[src/rtl/prga_multi.sv]
// prga_multi: ARC4 pseudo-random generation / decrypt engine.
// Runs after the KSA has filled S. While busy it owns the S, CT and PT ports.
// It copies the little-endian length prefix (LB = ADDR_W/8 bytes) from CT to PT
// and discards DROP_N keystream bytes. For each message byte it then writes
// pt = ct ^ ks, or pt = ks when ks_mode was set at start.
//
// Ports:
//   clk, rst_n          clock, asynchronous active-low reset
//   en, rdy, ks_mode    start handshake (en honoured while rdy=1), mode latched at start
//   s_addr/s_rddata/s_wrdata/s_wren      S memory (sync read, 1-cycle latency)
//   ct_addr/ct_rddata                    ciphertext memory (read-only, 1-cycle latency)
//   pt_addr/pt_wrdata/pt_wren            plaintext memory
//   bad                 only with PRGA_PRINTABLE_CHECK_EN: non-printable byte seen
//
// Optional feature macro: PRGA_PRINTABLE_CHECK_EN
//
// state  | meaning
// IDLE   | waiting for en
// LEN_RD | present length prefix byte k on ct_addr
// LEN_WR | capture prefix byte k into len, copy it to pt
// RD_I   | read S[i]
// RD_J   | latch si, j += si, read S[j]
// WR_I   | latch sj, S[i] = sj
// WR_J   | S[j] = si (end of a drop iteration, or go on to RD_K)
// RD_K   | read S[si+sj] and ct[k]
// XOR    | write pt[k], advance i and k
// DONE   | one idle cycle before rdy returns
module prga_multi #(
  parameter int ADDR_W = 8,
  parameter int DROP_N = 0,
  parameter int DROP_W = 16
) (
  input  logic              clk,
  input  logic              rst_n,
  input  logic              en,
  output logic              rdy,
  input  logic              ks_mode,
  output logic [7:0]        s_addr,
  input  logic [7:0]        s_rddata,
  output logic [7:0]        s_wrdata,
  output logic              s_wren,
  output logic [ADDR_W-1:0] ct_addr,
  input  logic [7:0]        ct_rddata,
  output logic [ADDR_W-1:0] pt_addr,
  output logic [7:0]        pt_wrdata,
`ifdef PRGA_PRINTABLE_CHECK_EN
  output logic              pt_wren,
  output logic              bad
`else
  output logic              pt_wren
`endif
);

  localparam int LB = ADDR_W / 8;
  localparam logic [ADDR_W-1:0] LB_W      = ADDR_W'(LB);
  localparam logic [ADDR_W-1:0] LEN_MAX   = ADDR_W'((1 << ADDR_W) - LB);
  localparam logic [DROP_W-1:0] DROP_LAST = DROP_W'(DROP_N - 1);

  typedef enum logic [3:0] {
    IDLE, LEN_RD, LEN_WR, RD_I, RD_J, WR_I, WR_J, RD_K, XOR, DONE
  } state_t;

  state_t              state_q, state_d;
  logic [7:0]          i_q, i_d, j_q, j_d, si_q, si_d, sj_q, sj_d;
  logic [ADDR_W-1:0]   k_q, k_d, len_q, len_d;
  logic [DROP_W-1:0]   drop_cnt_q, drop_cnt_d;
  logic                dropping_q, dropping_d;
  logic                ks_mode_q, ks_mode_d;
  logic [7:0]          pt_byte;
  logic [ADDR_W-1:0]   len_nxt;
  logic [ADDR_W-1:0]   data_cnt;
`ifdef PRGA_PRINTABLE_CHECK_EN
  logic                bad_q, bad_d;
  assign bad = bad_q;
`endif

  assign pt_byte  = ks_mode_q ? s_rddata : (s_rddata ^ ct_rddata);
  // Number of data bytes written once the current XOR completes.
  assign data_cnt = k_q - LB_W + 1'b1;

  always_ff @(posedge clk or negedge rst_n) begin
    if (!rst_n) begin
      state_q    <= IDLE;
      i_q        <= 8'd1;
      j_q        <= 8'd0;
      si_q       <= 8'd0;
      sj_q       <= 8'd0;
      k_q        <= '0;
      len_q      <= '0;
      drop_cnt_q <= '0;
      dropping_q <= 1'b0;
      ks_mode_q  <= 1'b0;
`ifdef PRGA_PRINTABLE_CHECK_EN
      bad_q      <= 1'b0;
`endif
    end else begin
      state_q    <= state_d;
      i_q        <= i_d;
      j_q        <= j_d;
      si_q       <= si_d;
      sj_q       <= sj_d;
      k_q        <= k_d;
      len_q      <= len_d;
      drop_cnt_q <= drop_cnt_d;
      dropping_q <= dropping_d;
      ks_mode_q  <= ks_mode_d;
`ifdef PRGA_PRINTABLE_CHECK_EN
      bad_q      <= bad_d;
`endif
    end
  end

  always_comb begin
    state_d    = state_q;
    i_d        = i_q;
    j_d        = j_q;
    si_d       = si_q;
    sj_d       = sj_q;
    k_d        = k_q;
    len_d      = len_q;
    drop_cnt_d = drop_cnt_q;
    dropping_d = dropping_q;
    ks_mode_d  = ks_mode_q;
    len_nxt    = len_q;
`ifdef PRGA_PRINTABLE_CHECK_EN
    bad_d      = bad_q;
`endif
    case (state_q)
      IDLE: if (en) begin
        state_d    = LEN_RD;
        i_d        = 8'd1;
        j_d        = 8'd0;
        k_d        = '0;
        len_d      = '0;
        drop_cnt_d = '0;
        dropping_d = 1'b0;
        ks_mode_d  = ks_mode;
`ifdef PRGA_PRINTABLE_CHECK_EN
        bad_d      = 1'b0;
`endif
      end
      LEN_RD: state_d = LEN_WR;
      LEN_WR: begin
        for (int b = 0; b < LB; b++)
          if (k_q == ADDR_W'(b)) len_nxt[8*b +: 8] = ct_rddata;
        // Clamp so the last data byte still has an address: len + LB <= 2^ADDR_W.
        if (({1'b0, len_nxt} + (ADDR_W+1)'(LB)) > {1'b1, {ADDR_W{1'b0}}})
          len_nxt = LEN_MAX;
        len_d = len_nxt;
        k_d   = k_q + 1'b1;
        if (k_q == LB_W - 1'b1) begin
          if (DROP_N > 0) begin
            dropping_d = 1'b1;
            state_d    = RD_I;
          end else begin
            state_d = (len_nxt == '0) ? DONE : RD_I;
          end
        end else begin
          state_d = LEN_RD;
        end
      end
      RD_I: state_d = RD_J;
      RD_J: begin
        si_d    = s_rddata;
        j_d     = j_q + s_rddata;
        state_d = WR_I;
      end
      WR_I: begin
        sj_d    = s_rddata;
        state_d = WR_J;
      end
      WR_J: begin
        if (dropping_q) begin
          i_d        = i_q + 8'd1;
          drop_cnt_d = drop_cnt_q + 1'b1;
          if (drop_cnt_q == DROP_LAST) begin
            dropping_d = 1'b0;
            state_d    = (len_q == '0) ? DONE : RD_I;
          end else begin
            state_d = RD_I;
          end
        end else begin
          state_d = RD_K;
        end
      end
      RD_K: state_d = XOR;
      XOR: begin
        i_d     = i_q + 8'd1;
        k_d     = k_q + 1'b1;
        state_d = (data_cnt < len_q) ? RD_I : DONE;
`ifdef PRGA_PRINTABLE_CHECK_EN
        // Early key rejection: stop at the first non-printable plaintext byte.
        if (!ks_mode_q && (pt_byte < 8'h20 || pt_byte > 8'h7E)) begin
          bad_d   = 1'b1;
          state_d = DONE;
        end
`endif
      end
      DONE:    state_d = IDLE;
      default: state_d = IDLE;
    endcase
  end

  always_comb begin
    rdy       = (state_q == IDLE);
    s_addr    = 8'd0;
    s_wrdata  = 8'd0;
    s_wren    = 1'b0;
    ct_addr   = '0;
    pt_addr   = '0;
    pt_wrdata = 8'd0;
    pt_wren   = 1'b0;
    case (state_q)
      LEN_RD: ct_addr = k_q;
      LEN_WR: begin
        pt_addr   = k_q;
        pt_wrdata = ct_rddata;
        pt_wren   = 1'b1;
      end
      RD_I: s_addr = i_q;
      RD_J: s_addr = j_q + s_rddata;
      WR_I: begin
        s_addr   = i_q;
        s_wrdata = s_rddata;
        s_wren   = 1'b1;
      end
      WR_J: begin
        s_addr   = j_q;
        s_wrdata = si_q;
        s_wren   = 1'b1;
      end
      RD_K: begin
        s_addr  = si_q + sj_q;
        ct_addr = k_q;
      end
      XOR: begin
        pt_addr   = k_q;
        pt_wrdata = pt_byte;
        pt_wren   = 1'b1;
      end
      default: ;
    endcase
  end

endmodule

[config.mk]
export PLATFORM = sky130hd
export DESIGN_NAME = prga_multi
export DESIGN_NICKNAME = d
export VERILOG_FILES = /design/src/rtl/prga_multi.sv
export SDC_FILE = /design/constraint.sdc
export NUM_CORES = 1
export LEC_CHECK = 0
export CORE_UTILIZATION = 45
export CTS_BUF_LIST = sky130_fd_sc_hd__clkbuf_8
export CTS_CLUSTER_SIZE = 25
export DETAILED_ROUTE_END_ITERATION = 6
export GPL_ROUTABILITY_DRIVEN = 0
export HOLD_SLACK_MARGIN = 0.03
export PLACE_DENSITY = 0.74
export SYNTH_ARGS = -nofsm -noshare
export SYNTH_HDL_FRONTEND = slang
export SYNTH_SLANG_ARGS = --single-unit
[constraint.sdc]
create_clock -name clk -period 2.7 [get_ports clk]
set_input_delay 0.54 -clock clk [delete_from_list [all_inputs] [get_ports clk]]
set_output_delay 0.54 -clock clk [all_outputs]
set_load 0.02 [all_outputs]
# After elaboration in Yosys (flattened, before gate mapping)
# Index checks and enable logic that the tools add are counted.
[op_classes] add_sub_neg=8 n_lt_le_gt_ge=2 eq_ne=11 mux=34 bitwise_logic=1 reduce_logical=20
[ops] cell="two-way mux 8 bit" n=10
[ops] cell="case mux 8 bit (2 select lines)" n=5
[ops] cell="case mux 4 bit (9 select lines)" n=1
[ops] cell="two-way mux 16 bit" n=2
[ops] cell="case mux 16 bit (2 select lines)" n=1
[ops] cell="case mux 8 bit (4 select lines)" n=1
[ops] cell="two-way mux 4 bit" n=7
[ops] cell="adder 8 x 1 -> 8 bit, second input constant" n=3
[ops] cell="zero test 8 bit" n=3
[ops] cell="case mux 8 bit (3 select lines)" n=1
[ops] cell="adder 16 x 1 -> 16 bit, second input constant" n=1
[ops] cell="adder 8 bit" n=2
[ops] cell="== test 16 bit, second input constant" n=1
[ops] cell="== test 4 x 3 -> 1 bit, second input constant" n=4
[ops] cell="AND reduction 2 bit" n=5
[ops] cell="adder 8 x 1 -> 9 bit, second input constant" n=1
[ops] cell="> comparator 9 bit, second input constant" n=1
[ops] cell="== test 4 x 2 -> 1 bit, second input constant" n=2
[ops] cell="less-than comparator 8 bit" n=1
[ops] cell="nonzero test 2 bit" n=4
[ops] cell="OR reduction 2 bit" n=4
[ops] cell="subtractor 8 x 1 -> 8 bit, second input constant" n=1
[ops] cell="XOR 8 bit" n=1
[ops] cell="AND reduction 3 bit" n=2
[ops] cell="other kinds (7)" n=12
[totals] ff_bits=70 input_bits=20 output_inout_bits=43

# Logic depth before layout (Yosys ltp)
# Gate-level depths: netlist of the first run.
[logic_depth] ltp_word=11 mapped_depth=9 ltp_nobuf=9

# Worst setup path before layout of the first run
# Ideal clock, no wire load.
[synth_timing] path_kind="input to output" startpoint="input s_rddata[0]" endpoint="output s_addr[6]" arrival_time_ns=2.146 required_time_ns=2.160 setup_slack_ns=0.014 path_stages=8 path_buffers=0 path_cell_list="ha_1 > fa_1 > a21o_1 > a21oi_1 > o21ai_0 > xnor2_1 > nor2_1 > a211o_1"
[synth_via] elab_chain_len=2
[synth_rtl] item="start, declared" line_no="39" source="input logic [7:0] s_rddata,"
[synth_rtl] item="adder 8 bit" line_no="221" source="RD_J: s_addr = j_q + s_rddata;"
[synth_rtl] item="case mux 8 bit (4 select lines)" line_no="213" source="case (state_q)"
[synth_rtl] item="end, declared" line_no="38" source="output logic [7:0] s_addr,"
# Every way passes these cells.

# Worst setup path in the final report of the first run
[layout_timing] startpoint="register j_q[0]" endpoint="output s_addr[4]"
[layout_via] elab_chain_len=2
[layout_rtl] item="start, declared" line_no="64" source="logic [7:0] i_q, i_d, j_q, j_d, si_q, si_d, sj_q, sj_d;"
[layout_rtl] item="start signal, assigned" line_no="99" source="j_q <= j_d;"
[layout_rtl] item="adder 8 bit" line_no="221"
[layout_rtl] item="case mux 8 bit (4 select lines)" line_no="213"
# Every way passes these cells.

==> results of run 1 <==
## repair_timing
item                       4_1_cts  5_1_grt
setup endpoints to repair       40       24
hold endpoints to repair         0        0
setup buffers                    3       10
pin swaps                       22       14
gates resized for setup        117       48
## cell usage in the layout, fill, tap and decap left out, types with 12 or more instances in the layout
| cell type | count |
|---|---|
| xor2_1 | 21 |
| clkbuf_2 | 13 |
| inv_1 | 21 |
| dfrtp_1 | 66 |
| nor2_1 | 44 |
| ha_1 | 17 |
| o21ai_0 | 21 |
| xnor2_1 | 15 |
| nand2_1 | 78 |
| nor3_1 | 12 |
| dlygate4sd2_1 | 19 |
| clkdlybuf4s50_1 | 14 |
| and2_1 | 12 |
| nand3_1 | 15 |
| buf_4 | 78 |
## cell usage after synthesis (all sizes together) (3+ instances only)
cell	count	area share
inv	22	0.018
dfrtp	69	0.38
a211o	3	0.0057
a21oi	13	0.017
a221o	3	0.0065
and2	12	0.016
nor3	16	0.022
o31ai	9	0.015
nor2b	6	0.0082
nor2	46	0.039
a22o	10	0.019
a21o	6	0.0098
o21ai	30	0.033
xnor2	17	0.032
nand4	10	0.014
nor4	6	0.0082
mux2	8	0.020
a32o	5	0.011
xor2	22	0.042
nand2	78	0.064
ha	25	0.068
or3	3	0.0041
nand2b	10	0.014
buf	15	0.018
clkbuf	4	0.0033
and3	9	0.012
nor3b	3	0.0071
mux2i	5	0.011
and4	3	0.0057
o211ai	4	0.0076
nand3	16	0.019
## worst max-delay path: stages, from the launching register on
cell and delay, ns:
dfrtp_1 0.42, ha_4 0.19, fa_2 0.36, a21o_1 0.18, a21oi_2 0.17, buf_4 0.14
xnor2_2 0.05, nand2_1 0.08, o21ai_1 0.07, a221o_1 0.30, buf_6 0.14
## layout make-up
class                   instances  area, um2  share of cell area
clock buffers                   9      123.9             0.01981
clock inverters                 7      72.57             0.01161
inverters                      22      82.58             0.01321
multi-input cells             400       2879              0.4605
flip-flops and latches         70       1757              0.2810
well taps                     133      166.4             0.02662
repair buffers                143       1171              0.1873
## cell families (layout without fill, tap and decap cells)
group                    count (synthesis)  after routing  synth area share
buffers and inverters                   41            181           0.03891
multiplexers                            13             13           0.03048
flip-flops                              70             70            0.3812
AO/OA/AOI/OAI                           98             98            0.1565
AND/OR/NAND/NOR                        223            223            0.2419
adder cells (fa/ha/maj)                 27             27           0.07674
XOR/XNOR                                39             39           0.07428
## sequential cells by signal (all words and copies together), names as in the netlist
register,cells
i_q,8
k_q,8
drop_cnt_q,16
ks_mode_q,1
j_q,8
sj_q,8
dropping_q,1
si_q,8
state_q,4
len_q,8
## power by group through the flow
| stage | clock (W) | sequential, W | combinational, W |
|---|---|---|---|
| 3_5_place_dp | 0 | 0.00169 | 0.00387 |
| 3_3_place_gp | 0 | 0.00167 | 0.00377 |
| 4_1_cts | 0.000877 | 0.00171 | 0.00408 |
| 6_report | 0.000862 | 0.00173 | 0.00431 |
| 5_1_grt | 0.000922 | 0.00176 | 0.00469 |
| 2_1_floorplan | 0 | 0.00159 | 0.00235 |
## metal layers
layer  global-route usage  vias up
met1               0.3087     2112
li1                     -     2067
met5                    0        -
met2               0.4708      142
met4               0.1148        0
met3              0.04678       39
## how the worst max path moves through the flow
stage	end	depth (start not counted)	slack, ns
2_1_floorplan	s_addr[6]	8	0.01
3_3_place_gp	s_addr[4]	11	-0.99
3_5_place_dp	s_addr[7]	9	-1.05
4_1_cts	s_addr[7]	8	-0.31
5_1_grt	s_addr[5]	8	-0.38
6_report	s_addr[4]	10	-0.30
## per-stage QoR
stage | cell area (um2) | hold slack, ns
after floorplan | 4598 | 0.2444
after global placement | 5807 | 0.4853
after detailed placement | 5807 | 0.4893
after CTS | 6158 | 0.3257
after global routing | 6252 | 0.3541
final | 6252 | 0.2874
==> flow_summary.ini, run 1 <==
[cells_and_area]
drive_gt1_frac = 0.2719
area_growth_syn_to_layout_pct = 35.97
final_nets = 693
layout.cells.non_filler = 784
n_antenna_cell = 0
fin_util = 0.6367
nFillCells = 822

[worst_setup_path]
reg2reg_to = j_q[6]$_DFFE_PN0P_
end_kind = output port
worst-path-max-fanout = 2
arrival_ns = 2.46
rr_worst_depth = 10
r2r-start = j_q[0]$_DFFE_PN0P_
reg2reg_slack_ns = 0.57
cp.required_ns = 2.16
critPathLaunchType = register
critPathKind = reg2out
cp-startpoint = j_q[0]$_DFFE_PN0P_

[sta]
rsz0062_at_grt = true
fmax_mhz = 333.4
worst_slew_pin_slew_ns = 0.6845
final-setup-viol-count = 5
timing.final.hold_violations = 0
slew_viol_final = 0
setup_slack_ns = -0.2990
maxSlewHeadroom = 0.5437
timing.final.crit_period_ns = 2.999
skew_ns = 0.01264
tns_ns = -1.189
period_share = 1.111

[clock_tree]
ctsLongestPathBuffers = 2
numCtsBuffers = 9
clk_pin_slew_ns = 0.09
clockRootBuffer = clkbuf_8
cts_sinks = 70
h-tree-depth = 3
cts_tree = done
ctsHoldBuffers = 0
clock_latency_ns = 0.36

[logic_synthesis]
syn_area_mm2 = 0.004598
yosysWarnings = 0
ys_seq_area_frac = 0.3812
synth_seq_cells = 70
synth_nets = 558
syn_inst = 511
async_reset_ff_frac = 1.000
synth_cell_types = 62
synth_flop_cell = dfrtp_1
synth-edff-count = 0
synth.avg_cell_area_um2 = 8.998

[place]
place_ws_ns = -1.047
place_inst = 755
dpl.hpwl_um = 9245
port-buffer-count = 62

[floorplan]
rows = 36
io-pin-count = 63
dieWidth_um = 103.1
fp.dieArea_mm2 = 0.01063
core-area_mm2 = 0.009819
die_h_um = 103.1
start_util = 0.4683

[pwr]
p_per_area_mw_per_mm2 = 1104
power_switching_w = 0.003031
p_clk_frac = 0.125
switching_share = 0.4392
vdd_ir_drop_max_mv = 0.7306
p_leak_nw = 3.002
pwr-share-comb = 0.625
p_int_w = 0.003871
seq_power_share = 0.250
power.total_w = 0.006902

[drt]
route.detailed.drc = 0
wl_met3_um = 681
avgRoutedWirePerCell_um = 16.45
vias = 4360
firstDrtPassIters = 5
met1_length_um = 5249
drt-initial-drc-count = 212
vias_per_cell = 5.561
dr.max_layer_used = met4
met2_length_um = 6511
antenna_left = 0
wl_um = 12890

[global_route]
grt_pass1_vias = 4450
antenna_found_initial = 0
gr-usage-all-layers = 0.2632
grt_overflow = 0
grt_pass1_wl_um = 21280
grt_max_degree = 53

[run_status]
status = finished with violations
violations = negative setup slack

[run]
cap_violations = 0

[worst_hold_path]
hold_class = in2async
Note: power is estimated with default switching activity, not from simulation.
==> inputs of run 2 (changes only) <==
ABC_CLOCK_PERIOD_IN_PS = 2700   (was unset)
CTS_BUF_LIST = unset   (was sky130_fd_sc_hd__clkbuf_8)
REMOVE_ABC_BUFFERS = 1   (was unset)
==> flow_summary.ini, run 2 (synthesized netlist as in run 1, its figures left out) <==
[global_route]
grt_max_degree = 35
antenna_found_initial = 0
grt_pass1_wl_um = 21260
grt_use_met2 = 0.4595
top_usage_layer = met2
grt_pass1_vias = 4356
grt_use_met1 = 0.3365
gr-usage-all-layers = 0.2630
use_met3 = 0.04407
grt_overflow = 0

[clock_tree]
clock_latency_ns = 0.36
numCtsBuffers = 9
cts_sinks = 70
cts_tree = done
ctsLongestPathBuffers = 2
clk_pin_slew_ns = 0.08
clockRootBuffer = clkbuf_8
h-tree-depth = 3

[sta]
tns_ns = -1.126
setup_slack_ns = -0.3275
final-setup-viol-count = 5
timing.final.hold_violations = 0
rsz0062_at_grt = true
skew_ns = 0.01410
timing.final.crit_period_ns = 3.027
worst_slew_pin_slew_ns = 0.5444
slew_viol_final = 0
fmax_mhz = 330.3
period_share = 1.121
maxSlewHeadroom = 0.6370
hold_ws_ns = 0.5220

[drt]
vias = 4381
drt-initial-drc-count = 274
vias_per_cell = 5.595
avgRoutedWirePerCell_um = 16.97
wl_um = 13290
antenna_left = 0
firstDrtPassIters = 5
route.detailed.drc = 0

[cells_and_area]
drive_gt1_frac = 0.2415
stdcell_area_mm2 = 0.006226
final_nets = 692
fin_util = 0.6340
multi_input_area_mm2 = 0.002815
largest_reg_flops = 16
regMostFlops = drop_cnt_q
register_area_mm2 = 0.001758
final_cell_mix = nand2_1 (78), buf_4 (78), dfrtp_1 (65), nor2_1 (44)
nFillCells = 817
area_growth_syn_to_layout_pct = 35.40
n_antenna_cell = 0

[floorplan]
dieWidth_um = 103.1
rows = 36
start_util = 0.4683
die_h_um = 103.1
fp.dieArea_mm2 = 0.01063
io-pin-count = 63
core-area_mm2 = 0.009819

[run_status]
violations = negative setup slack
status = finished with violations

[worst_hold_path]
hold_class = reg2reg

[worst_setup_path]
crit_buf_inv = 2
worst-path-max-fanout = 2
critical-path-slowest-cell = dfrtp_1
worstPathCellList = ha_1 > a21o_1 > a2111oi_4 > buf_4 > xnor2_1 > a222oi_1 > nand2_1 > buf_4
cp.required_ns = 2.16
cp_top_family = compound AO/OA/AOI/OAI gates
end_kind = output port
critPathKind = reg2out
critPathLaunchType = register
cpMostUsedCell = buf_4
arrival_ns = 2.49
slowest_delay_ns = 0.39

[place]
port-buffer-count = 62
dpl.hpwl_um = 9633
place_area_mm2 = 0.005807

[pwr]
p_per_area_mw_per_mm2 = 1075
p_leak_nw = 3.031
vdd_ir_drop_max_mv = 0.8520

[run]
cap_violations = 0
run 2: area by class of cell:
cell class | count | share of cell area
repair buffers | 142 | 0.1957
clock buffers | 11 | 0.02432
inverters | 22 | 0.01326
well taps | 133 | 0.02673
clock inverters | 5 | 0.005426
flip-flops and latches | 70 | 0.2824
multi-input cells | 400 | 0.4522
run 2: worst paths after layout:
| check | startpoint | to | slack [ns] | cells past startpoint |
|---|---|---|---|---|
| hold / removal | k_q[0]$_DFFE_PN0P_ | k_q[0]$_DFFE_PN0P_ | 0.52 | 1 |
| min in group asynchronous | rst_n | j_q[5]$_DFFE_PN0P_ | 0.56 | 2 |
| max in group asynchronous | rst_n | state_q[2]$_DFFE_PN0P_ | 1.43 | 3 |
| hold reg to reg | k_q[0]$_DFFE_PN0P_ | k_q[0]$_DFFE_PN0P_ | 0.52 | 1 |
| setup / recovery | si_q[1]$_DFFE_PN0P_ | s_addr[5] | -0.33 | 8 |
| setup reg to reg | j_q[0]$_DFFE_PN0P_ | j_q[6]$_DFFE_PN0P_ | 0.53 | 10 |
run 2: power breakdown:
group	internal [W]	leakage [nW]	switching (W)
combinational	0.00197	2.03	0.00220
clock	0.000382	0.0913	0.000422
sequential	0.00137	0.914	0.000348
total	0.00372	3.03	0.00297
run 2: metal layers:
layer  vias to the layer above  share of wire
met5                         -              0
met4                         0          0.018
met3                        23          0.043
met2                       131           0.50
met1                      2161           0.44
li1                       2066              -
run 2: timing repair:
| action | CTS | global route |
|---|---|---|
| endpoints found under the setup margin | 39 | 26 |
| pin swaps | 25 | 8 |
| resized for setup | 104 | 19 |
| hold buffers | 1 | 0 |
| setup buffers | 6 | 5 |
| hold endpoints to repair | 7 | 0 |
run 2: worst register-to-register path: stages, from the launching register on:
cell and delay [ns]:
dfrtp_1 0.39, ha_2 0.21, fa_2 0.37, a21o_1 0.20, a21oi_2 0.17, o21ai_1 0.09
xnor2_1 0.17, nor2_1 0.09, buf_4 0.14, buf_4 0.12, a21o_1 0.14
run 2: per-stage QoR:
stage / instances / worst slack, ns / total power (W)
6_report: 783 / -0.3275 / 0.006692
4_1_cts: 778 / -0.3382 / 0.006553
5_1_grt: 783 / -0.4187 / 0.007127
2_1_floorplan: 492 / -0.003268 / 0.003845
3_3_place_gp: 755 / -1.018 / 0.005469
3_5_place_dp: 755 / -1.128 / 0.005580
==> inputs of run 3 (changes only) <==
CORE_MARGIN = 2   (was unset)
CORE_UTILIZATION = 55   (was 45)
PLACE_DENSITY = 0.86   (was 0.74)
==> flow_summary.ini, run 3 (synthesized netlist as in run 1, its figures left out) <==
[clock_tree]
ctsHoldBuffers = 0
cts_sinks = 70
clockRootBuffer = clkbuf_8
clock_latency_ns = 0.36
numCtsBuffers = 9
ctsLongestPathBuffers = 2
h-tree-depth = 3
clk_pin_slew_ns = 0.08
cts_tree = done

[cells_and_area]
largest_reg_flops = 16
drive_gt1_frac = 0.2645
final_nets = 696
area_growth_syn_to_layout_pct = 36.19
regMostFlops = drop_cnt_q
n_antenna_cell = 0
final_cell_mix = nand2_1 (78), buf_4 (78), dfrtp_1 (64), nor2_1 (43), dlygate4sd2_1 (23)
stdcell_area_mm2 = 0.006262

[global_route]
antenna_found_initial = 0
gr-usage-all-layers = 0.3352
grt_pass1_wl_um = 23090
grt_overflow = 0
grt_pass1_vias = 4817
grt_max_degree = 44

[run]
cap_violations = 0

[sta]
tns_ns = -1.604
timing.final.crit_period_ns = 3.076
worst_slew_pin_slew_ns = 0.6789
maxSlewHeadroom = 0.5474
slew_viol_final = 0
period_share = 1.139
fmax_mhz = 325.1
hold_ws_ns = 0.2111
final-setup-viol-count = 8
timing.final.hold_violations = 0
setup_slack_ns = -0.3762
rsz0062_at_grt = true
skew_ns = 0.009870

[drt]
vias = 4873
met1_length_um = 5713
firstDrtPassIters = 6
met2_length_um = 7676
wl_um = 15950
wl_met3_um = 1492
vias_per_cell = 6.420
antenna_left = 0
route.detailed.drc = 0
drt-initial-drc-count = 501
avgRoutedWirePerCell_um = 21.02
dr.max_layer_used = met4

[place]
port-buffer-count = 62
place_ws_ns = -1.077
dpl.hpwl_um = 9791
place_area_mm2 = 0.005777

[floorplan]
core-area_mm2 = 0.008175
rows = 33
io-pin-count = 63
die_h_um = 95.44
fp.dieArea_mm2 = 0.009108
start_util = 0.5624
dieWidth_um = 95.44

[pwr]
p_clk_frac = 0.107
vdd_ir_drop_max_mv = 1.051
switching_share = 0.4693
power.total_w = 0.007128
p_leak_nw = 3.047
power_switching_w = 0.003345
seq_power_share = 0.248
p_per_area_mw_per_mm2 = 1138
p_int_w = 0.003782
pwr-share-comb = 0.646

[worst_hold_path]
hold_class = in2async

[worst_setup_path]
arrival_ns = 2.54
worst-path-max-fanout = 4
critPathLaunchType = register
critPathKind = reg2out
end_kind = output port
cp.required_ns = 2.16
rr_worst_depth = 7

[run_status]
violations = negative setup slack
status = finished with violations
run 3: cell types whose count changed in the layout (fill, tap and decap cells not counted), moves of 3 or more:
cell and change:
clkinv_2 +3, buf_6 +4, ha_1 -3, clkdlybuf4s15_2 -4
clkbuf_2 +4
run 3: metrics by stage:
stage | utilization | instances
global route | 0.7660 | 759
detailed placement | 0.7066 | 726
CTS | 0.7464 | 751
finish | 0.7660 | 759
floorplan | - | 492
global placement | 0.7066 | 726
run 3: worst paths after layout:
check                                    endpoint  slack, ns                    from
setup / recovery                        s_addr[5]      -0.38     sj_q[4]$_DFFE_PN0P_
hold / removal               len_q[3]$_DFFE_PN0P_       0.21                   rst_n
setup reg to reg           state_q[1]$_DFFE_PN0P_       0.58  state_q[1]$_DFFE_PN0P_
hold reg to reg                i_q[4]$_DFFE_PN0P_       0.53      i_q[4]$_DFFE_PN0P_
max in group asynchronous      i_q[0]$_DFFE_PN1P_       1.75                   rst_n
min in group clk               i_q[4]$_DFFE_PN0P_       0.53      i_q[4]$_DFFE_PN0P_
run 3: critical path: stages (launching register included):
cell and delay (ns):
dfrtp_1 0.45, ha_4 0.29, and3_4 0.16, a2111oi_4 0.38, buf_4 0.17, xnor2_1 0.07
a222oi_1 0.35, nand2_1 0.15, buf_6 0.15
run 3: power by group through the flow:
stage | logic (W) | clock network [W] | registers, W
after floorplan | 0.00217 | 0 | 0.00168
after global placement | 0.00372 | 0 | 0.00167
after detailed placement | 0.00387 | 0 | 0.00169
after CTS | 0.00406 | 0.000753 | 0.00170
after global routing | 0.00488 | 0.000814 | 0.00178
final | 0.00460 | 0.000760 | 0.00177
run 3: final cells by class:
type	instances	area, um2
Multi-Input combinational cell	400	2878
Fill cell	479	1913
Sequential cell	70	1759
Timing Repair Buffer	146	1246
Tap cell	105	131.4
Clock buffer	9	123.9
Inverter	22	82.58
Clock inverter	7	41.29
run 3: repair_timing:
action / 4_1_cts / 5_1_grt
buffers inserted: 9 / 9
pin swaps: 25 / 19
cloned: 0 / 0
gates resized for setup: 105 / 40
setup endpoints to repair: 40 / 29
run 3: metal layers:
metal  vias up  GRT usage
met5         -          0
met4         0     0.1952
met3        97    0.07984
met2       351     0.5634
met1      2347     0.3904
li1       2078          -
